### config.mk
export PLATFORM = sky130hd
export DESIGN_NAME = moore_seq_detector
export DESIGN_NICKNAME = d
export VERILOG_FILES = /design/src/rtl/fsm_pkg.sv /design/src/rtl/sat_counter.sv /design/src/rtl/moore_seq_detector.sv
export SDC_FILE = /design/constraint.sdc
export NUM_CORES = 1
export LEC_CHECK = 0
export ABC_AREA = 1
export CAP_MARGIN = 20
export CORE_UTILIZATION = 49
export DETAILED_ROUTE_END_ITERATION = 8
export GPL_TIMING_DRIVEN = 0
export PLACE_DENSITY_LB_ADDON = 0.1
export SLEW_MARGIN = 25
export SYNTH_ARGS = -nofsm -noshare
export SYNTH_HDL_FRONTEND = slang
export SYNTH_SLANG_ARGS = --single-unit
### constraint.sdc
create_clock -name clk -period 1.89 [get_ports clk]
set_clock_uncertainty 0.05 [all_clocks]
set_input_delay 0.378 -clock clk [delete_from_list [all_inputs] [get_ports clk]]
set_output_delay 0.378 -clock clk [all_outputs]
set_load 0.02 [all_outputs]
### src/rtl/fsm_pkg.sv
// Shared helpers for serial pattern detectors: state sizing, idle state
// constant and the elaboration-time KMP next-state function.
package fsm_pkg;

    localparam int S_IDLE = 0;

    // Bits needed to hold a prefix length in 0..n.
    function automatic int state_width(input int n);
        return (n < 1) ? 1 : $clog2(n + 1);
    endfunction

    // KMP-style transition for a prefix-length state machine. The pattern
    // MSB is the first received bit. When s == pat_w and overlap is clear,
    // the history is dropped and only x is considered against the first bit.
    function automatic int next_state(
        input logic [63:0] pattern,
        input int          pat_w,
        input int          s,
        input logic        x,
        input bit          overlap
    );
        logic [64:0] seq;
        int          len;
        int          kmax;
        int          res;
        logic        ok;
        res = 0;
        seq = 65'd0;
        if ((s >= pat_w) && !overlap) begin
            res = (x == pattern[6'(pat_w - 1)]) ? 1 : 0;
        end else begin
            // Rebuild the accepted history: the matched prefix then x.
            for (int i = 0; i < s; i++) begin
                seq[7'(i)] = pattern[6'(pat_w - 1 - i)];
            end
            seq[7'(s)] = x;
            len  = s + 1;
            kmax = (len > pat_w) ? pat_w : len;
            // Longest suffix of the history that is also a pattern prefix.
            for (int k = kmax; k >= 1; k--) begin
                if (res == 0) begin
                    ok = 1'b1;
                    for (int j = 0; j < k; j++) begin
                        if (seq[7'(len - k + j)] != pattern[6'(pat_w - 1 - j)]) begin
                            ok = 1'b0;
                        end else begin
                            ok = ok;
                        end
                    end
                    if (ok) begin
                        res = k;
                    end else begin
                        res = 0;
                    end
                end else begin
                    res = res;
                end
            end
        end
        return res;
    endfunction

endpackage

### src/rtl/sat_counter.sv
// Saturating up-counter with synchronous clear; holds at all-ones.
module sat_counter #(
    parameter int W = 8
) (
    input  logic         clk,
    input  logic         reset_n,
    input  logic         clr,
    input  logic         inc,
    output logic [W-1:0] count
);

    logic [W-1:0] count_q;
    logic [W-1:0] count_d;

    // Next count: clear wins, otherwise step unless already saturated.
    always_comb begin
        count_d = count_q;
        if (clr) begin
            count_d = {W{1'b0}};
        end else if (inc && (count_q != {W{1'b1}})) begin
            count_d = count_q + {{(W-1){1'b0}}, 1'b1};
        end else begin
            count_d = count_q;
        end
    end

    // Count register with asynchronous reset.
    always_ff @(posedge clk or negedge reset_n) begin
        if (!reset_n) begin
            count_q <= {W{1'b0}};
        end else begin
            count_q <= count_d;
        end
    end

    assign count = count_q;

endmodule

### src/rtl/moore_seq_detector.sv
// Parametrised Moore serial pattern detector. State is the length of the
// longest pattern prefix ending the accepted history; transitions come from
// a table built at elaboration from PATTERN.
module moore_seq_detector
    import fsm_pkg::*;
#(
    parameter int               PAT_W   = 4,
    parameter logic [PAT_W-1:0] PATTERN = 4'b1101,
    parameter bit               OVERLAP = 1'b1,
    parameter int               CNT_W   = 8,
    localparam int              SW      = state_width(PAT_W)
) (
    input  logic             clk,
    input  logic             reset_n,
    input  logic             en,
    input  logic             clear,
    input  logic             x,
    output logic [SW-1:0]    state,
    output logic             y,
    output logic [CNT_W-1:0] match_count
);

    localparam logic [SW-1:0] S_ZERO = SW'(S_IDLE);
    localparam logic [SW-1:0] S_FULL = SW'(PAT_W);

    logic [SW-1:0] ns_table [0:PAT_W][0:1];
    logic [SW-1:0] state_q;
    logic [SW-1:0] state_d;
    logic          y_q;
    logic          inc_s;

    // Constant transition table, one entry per (state, input bit).
    for (genvar gs = 0; gs <= PAT_W; gs++) begin : g_state
        for (genvar gb = 0; gb < 2; gb++) begin : g_bit
            localparam int NS = next_state(64'(PATTERN), PAT_W, gs, gb[0], OVERLAP);
            assign ns_table[gs][gb] = SW'(NS);
        end
    end

    // Table lookup; unreachable encodings fall back to idle.
    always_comb begin
        state_d = S_ZERO;
        if (state_q <= S_FULL) begin
            state_d = ns_table[state_q][x];
        end else begin
            state_d = S_ZERO;
        end
    end

    // Count every enabled, non-cleared step that lands in the full state.
    assign inc_s = en && !clear && (state_d == S_FULL);

    // State and Moore output registers: reset, then clear, then enable.
    always_ff @(posedge clk or negedge reset_n) begin
        if (!reset_n) begin
            state_q <= S_ZERO;
            y_q     <= 1'b0;
        end else if (clear) begin
            state_q <= S_ZERO;
            y_q     <= 1'b0;
        end else if (en) begin
            state_q <= state_d;
            y_q     <= (state_d == S_FULL);
        end else begin
            state_q <= state_q;
            y_q     <= y_q;
        end
    end

    sat_counter #(
        .W (CNT_W)
    ) u_match_cnt (
        .clk     (clk),
        .reset_n (reset_n),
        .clr     (clear),
        .inc     (inc_s),
        .count   (match_count)
    );

    assign state = state_q;
    assign y     = y_q;

endmodule
### Word-level counts from Yosys, hierarchy flattened

Memory sizes are Yosys's and may differ from the RTL's.
Cells that the tools add are included.
Widths: inputs -> output; s select.

| storage, ports and cells | value |
|---|---|
| flip-flop bits (word level) | 12 |
| memory bits (read-only) | 48 |
| bits of input ports | 5 |
| output and inout port bits | 12 |
| logic and storage cells | 30 |
| memories kept | 1 |

| operators by class | value |
|---|---|
| add/sub/neg operators | 1 |
| magnitude comparators | 3 |
| equal/unequal tests | 2 |
| muxes and demuxes | 12 |
| bitwise logic cells | 2 |
| reduce and logical (&&, ||, !) cells | 6 |

Memories:

| memory | words | width | rd ports | clocked after memory_dff | wr ports | line | text |
|---|---|---|---|---|---|---|---|
| (name not given) | 8 | 6 | 1 | 0 | 0 | moore_seq_detector.sv:44 | `state_d = ns_table[state_q][x];` |

Operator list:

| kind | count |
|---|---|
| $mux 3 | 6 |
| $mux 8 | 2 |
| $mux 6 | 2 |
| $add 8x1->8 const B | 1 |
| $ne 8x8->1 const B | 1 |
| $ge 4x4->1 const B | 1 |
| $not 3->4 | 1 |
| $reduce_bool 2->1 | 2 |
| $eq 3x3->1 const B | 1 |
| $le 3x3->1 const B | 1 |
| $logic_and 1x1->1 | 3 |
| $ge 2x2->1 const B | 1 |
| $mux 1 | 2 |
| $not 1->2 | 1 |
| $logic_not 1->1 | 1 |

### Depth between registers and ports, before layout

Gate-level depths: netlist of run 1.

| logic depth | value |
|---|---|
| word-level depth | 13 |
| depth in mapped cells | 9 |
| gate-level depth less buffers | 9 |

### Hierarchy

From an unflattened synthesis of run 1, not the netlist that was laid out.

| second synthesis, totals | value |
|---|---|
| cell total of the unflattened synthesis | 109 |
| area total of the unflattened synthesis | 780.7 sq um |

By module, submodules not included:

| module | times used | cells an instance | area an instance (sq um) | seq. area each (sq um) |
|---|---|---|---|---|
| sat_counter | 1 | 74 | 511.7 | 200.2 |
| moore_seq_detector | 1 | 35 | 269.0 | 100.1 |

### Least setup slack after synthesis of run 1

Ideal clock, no wire load.

| path | value |
|---|---|
| kind | flip-flop to flip-flop |
| start | reg state_q[0] (netlist: state[0]) |
| end | reg u_match_cnt.count_q[0] (netlist: u_match_cnt.count[0]) |
| setup time | 117 ps |
| arrival time | 1357 ps |
| required time | 1723 ps |
| setup slack | 366 ps |
| cell stages (with the launch flop) | 10 |
| path buffers | 0 |
| clock period less this slack | 1524 ps |
| cell sequence | dfrtp_1 > inv_1 > ha_1 > nor2_1 > nand2_1 > nand3_2 > nand3_4 > nand2_4 > nand2_1 > nand2_1 |

| on the way | value |
|---|---|
| longest elaborated chain between the ends | 12 |
| elaborated cells on any way between the ends | 13 |
| classes of those cells | order compare (1); eq/ne (1); mux (6); bitwise (1); reduce/logical (3); memory (1) |

Ends and longest elaborated chain:

| what | line | text |
|---|---|---|
| from (decl) | moore_seq_detector.sv:27 | `logic [SW-1:0] state_q;` |
| from (signal assigned) | moore_seq_detector.sv:62 | `state_q <= state_d;` |
| from (signal assigned) | moore_seq_detector.sv:65 | `state_q <= state_q;` |
| $not 3->4 (not written as such) | moore_seq_detector.sv:44 |  |
| $mem_v2 8x6 | n/a |  |
| $mux 6 (not written as such) (2 in a row) | moore_seq_detector.sv:44 |  |
| $mux 3 (not written as such) (3 in a row) | moore_seq_detector.sv:44 |  |
| $mux 3 (*) | moore_seq_detector.sv:43 | `if (state_q <= S_FULL) begin` |
| $eq 3x3->1 (*) | moore_seq_detector.sv:51 | `assign inc_s = en && !clear && (state_d == S_FULL);` |
| $logic_and 1x1->1 (*) | moore_seq_detector.sv:51 |  |
| $logic_and 1x1->1 (*) | sat_counter.sv:20 | `end else if (inc && (count_q != {W{1'b1}})) begin` |
| $reduce_bool 2->1 (no source line) (*) | n/a |  |
| to (signal assigned) | sat_counter.sv:30 | `count_q <= {W{1'b0}};` |
| to (signal assigned) | sat_counter.sv:32 | `count_q <= count_d;` |
| to (decl) | sat_counter.sv:12 | `logic [W-1:0] count_q;` |

Mark *: on every way between the ends. The rest lies on a longest branch, timed or not. The select of a mux whose other input is x is not followed.
A chain may end at the register's enable or synchronous reset.

### Final worst setup path of run 1

| path | value |
|---|---|
| start | reg u_match_cnt.count_q[3] (netlist: u_match_cnt.count[3]) |
| end | out match_count[3] |

RTL lines:

| what | line | text |
|---|---|---|
| to (decl) | moore_seq_detector.sv:20 | `output logic [CNT_W-1:0] match_count` |

No word-level cell between the ends.

==> results.toml, run 1 <==
[run_status]
status = "finished, final reports clean"

[drt]
wl_mm = 1.58
via_per_inst = 5.32
drtIter0Drc = 24
wl_per_cell_um = 10.8
route.detailed.drc = 0
num_vias = 777
first_pass_iters = 4
drtAntennaViolNets = 0

[critical_path]
endpoint_kind = "output port"
worstPathMaxFanout = 6
path_cells = "clkdlybuf4s50_1"
ff2ff_setup_slack_ns = 0.34
cp-startpoint = "u_match_cnt.count[3]"
ff2ff_path_depth = 9
arrival_ns = 1.36
critPathTopFamily = "buffers and inverters"
slowest_stage = "clkdlybuf4s50_1"
worst_r2r_endpoint = "u_match_cnt.count[6]"
critical_path.startpoint_type = "flip-flop"
critPathRequiredTime_ns = 1.46
max_stage_delay_ns = 0.64
critPathKind = "flip-flop to output port"
r2r-start = "state[0]"
critPathBufInv = 1

[clock_tree]
post_cts_buffers = 0
cts-root-buf = "clkbuf_4"
cts_sinks = 12
clk_pin_slew_ns = 0.08
worstSkewPairLatency_ns = 0.27
clockBufferDepth = 2
cts-resized-gates = 0
cts_inserted_buffers = 3
cts_hold_buf = 0
cts_max_level = 1
cts_tree = "yes"

[synth]
netlist_area_um2 = 832
ys_types = 20
synthAdderAreaFrac_pct = 6.02
synth_top_family_by_area = "simple AND/OR/NAND/NOR gates"
ys_seq_area_share_pct = 36.1
synth_cells = 112
synth-compound-area-share_pct = 4.96
synth_warnings = 0
synthSimpleGateAreaFrac_pct = 43.9
avgSynthCellArea_um2 = 7.43
synth_edf_count = 0
async_reset_ff_share_pct = 100
ys_ff_latch = 12
syn-num-nets = 121
synthFlopType = "dfrtp_1"
synthMuxAreaShare_pct = 0
synthXorXnorAreaFrac_pct = 0

[global_routing]
grt_max_degree = 13
grt-ovfl-total = 0
track_usage_pct = 19.2
antenna_found_initial = 0
grt_pass1_wl_mm = 2.66
grt_pass1_vias = 633

[layout]
final_cells = 146
drive_gt1_share_pct = 11.5
syn2layout_area_growth_pct = 23.2
utilization_pct = 66.5
fin_nets = 141
diodes = 0

[sta]
worst_pin_slew_ns = 0.539
slew_violations = 0
finalSetupViolCount = 0
rsz0062_at_grt = "false"
max_freq_mhz = 559
finalSetupTns_ns = 0
layout_setup_ws_ns = 0.102
hold_viol = 0
finalCriticalPeriod_ns = 1.79
fin_crit_sh_pct = 94.6
maxSlewHeadroom_pct = 64.0

[place]
finalWeightedCongestion = 0.821
numPortBuffers = 15
place_hpwl_mm = 1.22
place_inst = 143
preCtsSetupSlack_ns = 0.0635

[min_path]
min_to = "u_match_cnt.count[0]"
hold_path_depth = 4
hp-start = "clear"
hold_path.class = "input port to flip-flop"

[floorplan]
boundaryPins = 17
core_area_um2 = 1540
dieHeight_um = 43.2
rows = 14
die_area_um2 = 1870
start_util_pct = 54.0
die_width_um = 43.2

[power_and_ir_drop]
pwr_density_cell_nw_per_um2 = 500
ir_worst_vdd_v = 0.000453
switchingPower_mw = 0.143
power_frac_clock_pct = 31.2
cellLeakagePower_nw = 0.506
p_total_mw = 0.513
comb_power_share_pct = 16.4
switching_share_pct = 27.9
pwr-share-seq_pct = 52.4
intPower_mw = 0.370

[flow_run]
maxCapViolations = 0
==> placed cells by master, fill, tap and decap left out <==
cell type        Yosys  routed
a21oi_1              1       1
nand2_1             37      37
nand3_4              1       1
nor2_4               1       1
nand3_1             12      12
or2_1                1       1
nor2_1              11      11
nor3_1               2       2
dfrtp_1             12      12
clkdlybuf4s50_1      0      15
inv_2                3       3
nand3_2              3       3
nand2_4              1       1
ha_1                 4       4
o22ai_1              1       1
nor2_8               1       1
buf_6                2       2
o21ai_0              3       3
nand4_1              3       3
o21bai_1             2       2
inv_1               11      11
clkbuf_4             0       3
==> per-layer routing <==
layer | track usage (%) | part of all wire, %
met1 | 27.3 | 51
met3 | 2.55 | 5.2
met5 | 0 | 0
met4 | 9.09 | 2.1
met2 | 28.4 | 41
==> how the worst max path moves through the flow <==
| stage | slack, ns | end | cells past startpoint |
|---|---|---|---|
| floorplan | 0.37 | u_match_cnt.count[0] | 9 |
| global placement | 0.07 | u_match_cnt.count[6] | 9 |
| detailed placement | 0.06 | u_match_cnt.count[6] | 9 |
| CTS | 0.1 | match_count[0] | 1 |
| global route | 0.05 | match_count[3] | 1 |
| finish | 0.10 | match_count[3] | 1 |
==> state kept, by name, summed over array words and instances, names as in the netlist <==
signal,cells
u_match_cnt.count,8
state,3
y,1
==> metrics by stage <==
| step | area (um2) | hold slack [ns] |
|---|---|---|
| 2_1_floorplan | 832 | 0.0324 |
| 3_3_place_gp | 1000 | 0.450 |
| 3_5_place_dp | 1000 | 0.452 |
| 4_1_cts | 1020 | 0.367 |
| 5_1_grt | 1020 | 0.382 |
| 6_report | 1020 | 0.362 |
==> cell usage after synthesis (2+ instances only) <==
master | n | area, um2
nor2_1 | 11 | 41.3
buf_6 | 2 | 22.5
nand2_1 | 37 | 139
nor3_1 | 2 | 10.0
dfrtp_1 | 12 | 300
o21bai_1 | 2 | 15.0
inv_1 | 11 | 41.3
nand3_2 | 3 | 30.0
o21ai_0 | 3 | 15.0
nand3_1 | 12 | 60.1
inv_2 | 3 | 11.3
nand4_1 | 3 | 18.8
ha_1 | 4 | 50.1
==> kinds of logic after synthesis <==
group / after synthesis
AO/OA/AOI/OAI: 7
AND/OR/NAND/NOR: 73
adder cells (fa/ha/maj): 4
buffers and inverters: 16
flip-flops: 12
==> layout make-up <==
type | count | area, um2
fill | 134 | 517
tap | 16 | 20.0
clock buffer | 3 | 22.5
inverter | 14 | 52.6
sequential | 12 | 300
buffer | 2 | 22.5
timing repair buffer | 15 | 150
multi-input combinational | 84 | 457
==> power by group through the flow <==
stage | sequential (mW) | combinational [mW] | clock (mW)
finish | 0.269 | 0.0839 | 0.160
global route | 0.270 | 0.0939 | 0.168
CTS | 0.269 | 0.0848 | 0.162
detailed placement | 0.274 | 0.0844 | 0
global placement | 0.274 | 0.0831 | 0
floorplan | 0.280 | 0.0457 | 0
(Power assumes the default switching activity.)
==> inputs of run 2 (changes only) <==
PLACE_DENSITY = 0.74   (was not set)
PLACE_DENSITY_LB_ADDON = not set   (was 0.1)
==> results.toml, run 2 (synthesis results as in run 1) <==
[run_status]
status = "finished, final reports clean"

[critical_path]
critPathTopFamily = "buffers and inverters"
worst_r2r_endpoint = "u_match_cnt.count[4]"
critPathRequiredTime_ns = 1.46
cp-startpoint = "u_match_cnt.count[0]"
crit_end = "match_count[0]"
ff2ff_setup_slack_ns = 0.33
slowest_stage = "clkdlybuf4s50_1"
ff2ff_path_depth = 9
critical_path.startpoint_type = "flip-flop"
critPathKind = "flip-flop to output port"
endpoint_kind = "output port"
arrival_ns = 1.35
path_cells = "clkdlybuf4s50_1"
worstPathMaxFanout = 6
max_stage_delay_ns = 0.64
r2r-start = "state[1]"
critPathBufInv = 1
cp.depth = 1

[floorplan]
die_width_um = 43.2
start_util_pct = 54.0
rows = 14
dieHeight_um = 43.2
boundaryPins = 17
die_area_um2 = 1870
core_area_um2 = 1540

[clock_tree]
cts-root-buf = "clkbuf_4"
cts_tree = "yes"
worstSkewPairLatency_ns = 0.27
cts_inserted_buffers = 3
cts_max_level = 1
post_cts_buffers = 0
clockBufferDepth = 2
clk_pin_slew_ns = 0.07
cts-resized-gates = 0
cts_sinks = 12
cts_hold_buf = 0

[layout]
fillers = 128
register_area_um2 = 300
layout_common_cells = "37 x nand2_1, 15 x clkdlybuf4s50_1, 12 x nand3_1, 12 x dfrtp_1"
multiInputGateArea_um2 = 457
final_common_cell = "nand2_1"
largest_reg_flops = 8
diodes = 0
syn2layout_area_growth_pct = 24.8
fin_nets = 141
drive_gt1_share_pct = 12.2
final_cells = 147

[sta]
fin_crit_sh_pct = 94.3
layout_setup_ws_ns = 0.108
hold_slack_ns = 0.359
finalSetupViolCount = 0
worst_pin_slew_ns = 0.545
finalCriticalPeriod_ns = 1.78
maxSlewHeadroom_pct = 63.6
hold_viol = 0
rsz0062_at_grt = "false"
finalSetupTns_ns = 0
slew_violations = 0
max_freq_mhz = 561

[global_routing]
grt_pass1_vias = 685
global_route.usage.met3_pct = 9.36
grt_pass1_wl_mm = 2.86
grtUsageMet2_pct = 31.6
use_met1_pct = 25.8
track_usage_pct = 20.4
grt_busiest_layer = "met2"
grt_max_degree = 13
grt-ovfl-total = 0
antenna_found_initial = 0

[power_and_ir_drop]
pwr_density_cell_nw_per_um2 = 531
comb_power_share_pct = 15.2
p_total_mw = 0.552
cellLeakagePower_nw = 0.513
switching_share_pct = 25.1
switchingPower_mw = 0.139
ir_worst_vdd_v = 0.000381
power_frac_clock_pct = 36.0
intPower_mw = 0.413
pwr-share-seq_pct = 48.7

[drt]
first_pass_iters = 4
num_vias = 755
drtIter0Drc = 19
via_per_inst = 5.14
wl_mm = 1.65
wl_per_cell_um = 11.3
route.detailed.drc = 0
drtAntennaViolNets = 0

[flow_run]
maxCapViolations = 0

[min_path]
hold_path.class = "input port to flip-flop"
hp-start = "clear"

[place]
numPortBuffers = 15
preCtsSetupSlack_ns = 0.0410
finalWeightedCongestion = 0.837
place_inst = 143
place_hpwl_mm = 1.26
run 2: area by class of cell:
cell class	count	area share, %
Buffer	2	2.17
Clock buffer	4	3.49
Sequential cell	12	28.9
Multi-Input combinational cell	84	44.0
Timing Repair Buffer	15	14.5
Tap cell	16	1.93
Inverter	14	5.06
run 2: worst min-delay path by stage:
stage / endpoint / slack, ns / depth (start not counted)
after floorplan: state[0] / 0.03 / 0
after global placement: y / 0.45 / 2
after detailed placement: y / 0.46 / 2
after CTS: u_match_cnt.count[0] / 0.35 / 4
after global routing: u_match_cnt.count[0] / 0.37 / 4
final: u_match_cnt.count[0] / 0.36 / 4
run 2: through the flow:
| step | cell area [um2] | utilization (%) |
|---|---|---|
| floorplan | 832 | - |
| finish | 1040 | 67.4 |
| CTS | 1040 | 67.4 |
| global route | 1040 | 67.4 |
| global placement | 1000 | 65.0 |
| detailed placement | 1000 | 65.0 |
run 2: power by group through the flow:
stage | Clock (mW) | Sequential, mW | Combinational [mW]
after floorplan | 0 | 0.280 | 0.0457
after CTS | 0.205 | 0.269 | 0.0845
after global placement | 0 | 0.273 | 0.0831
after global routing | 0.212 | 0.270 | 0.0936
final | 0.199 | 0.269 | 0.0840
after detailed placement | 0 | 0.274 | 0.0838
run 2: metal layers:
layer / vias to the layer above / share of wire [%] / wire (um)
met5: - / 0 / 0
met4: 0 / 0.79 / 13
met3: 2 / 6.4 / 106
met1: 335 / 49 / 811
met2: 21 / 44 / 724
li1: 397 / - / -
==> inputs of run 3 (changes only) <==
SKIP_CTS_REPAIR_TIMING = 1   (was not set)
==> results of run 3 <==
Same layout as run 2: the final DEF is identical, and so are final timing and power.
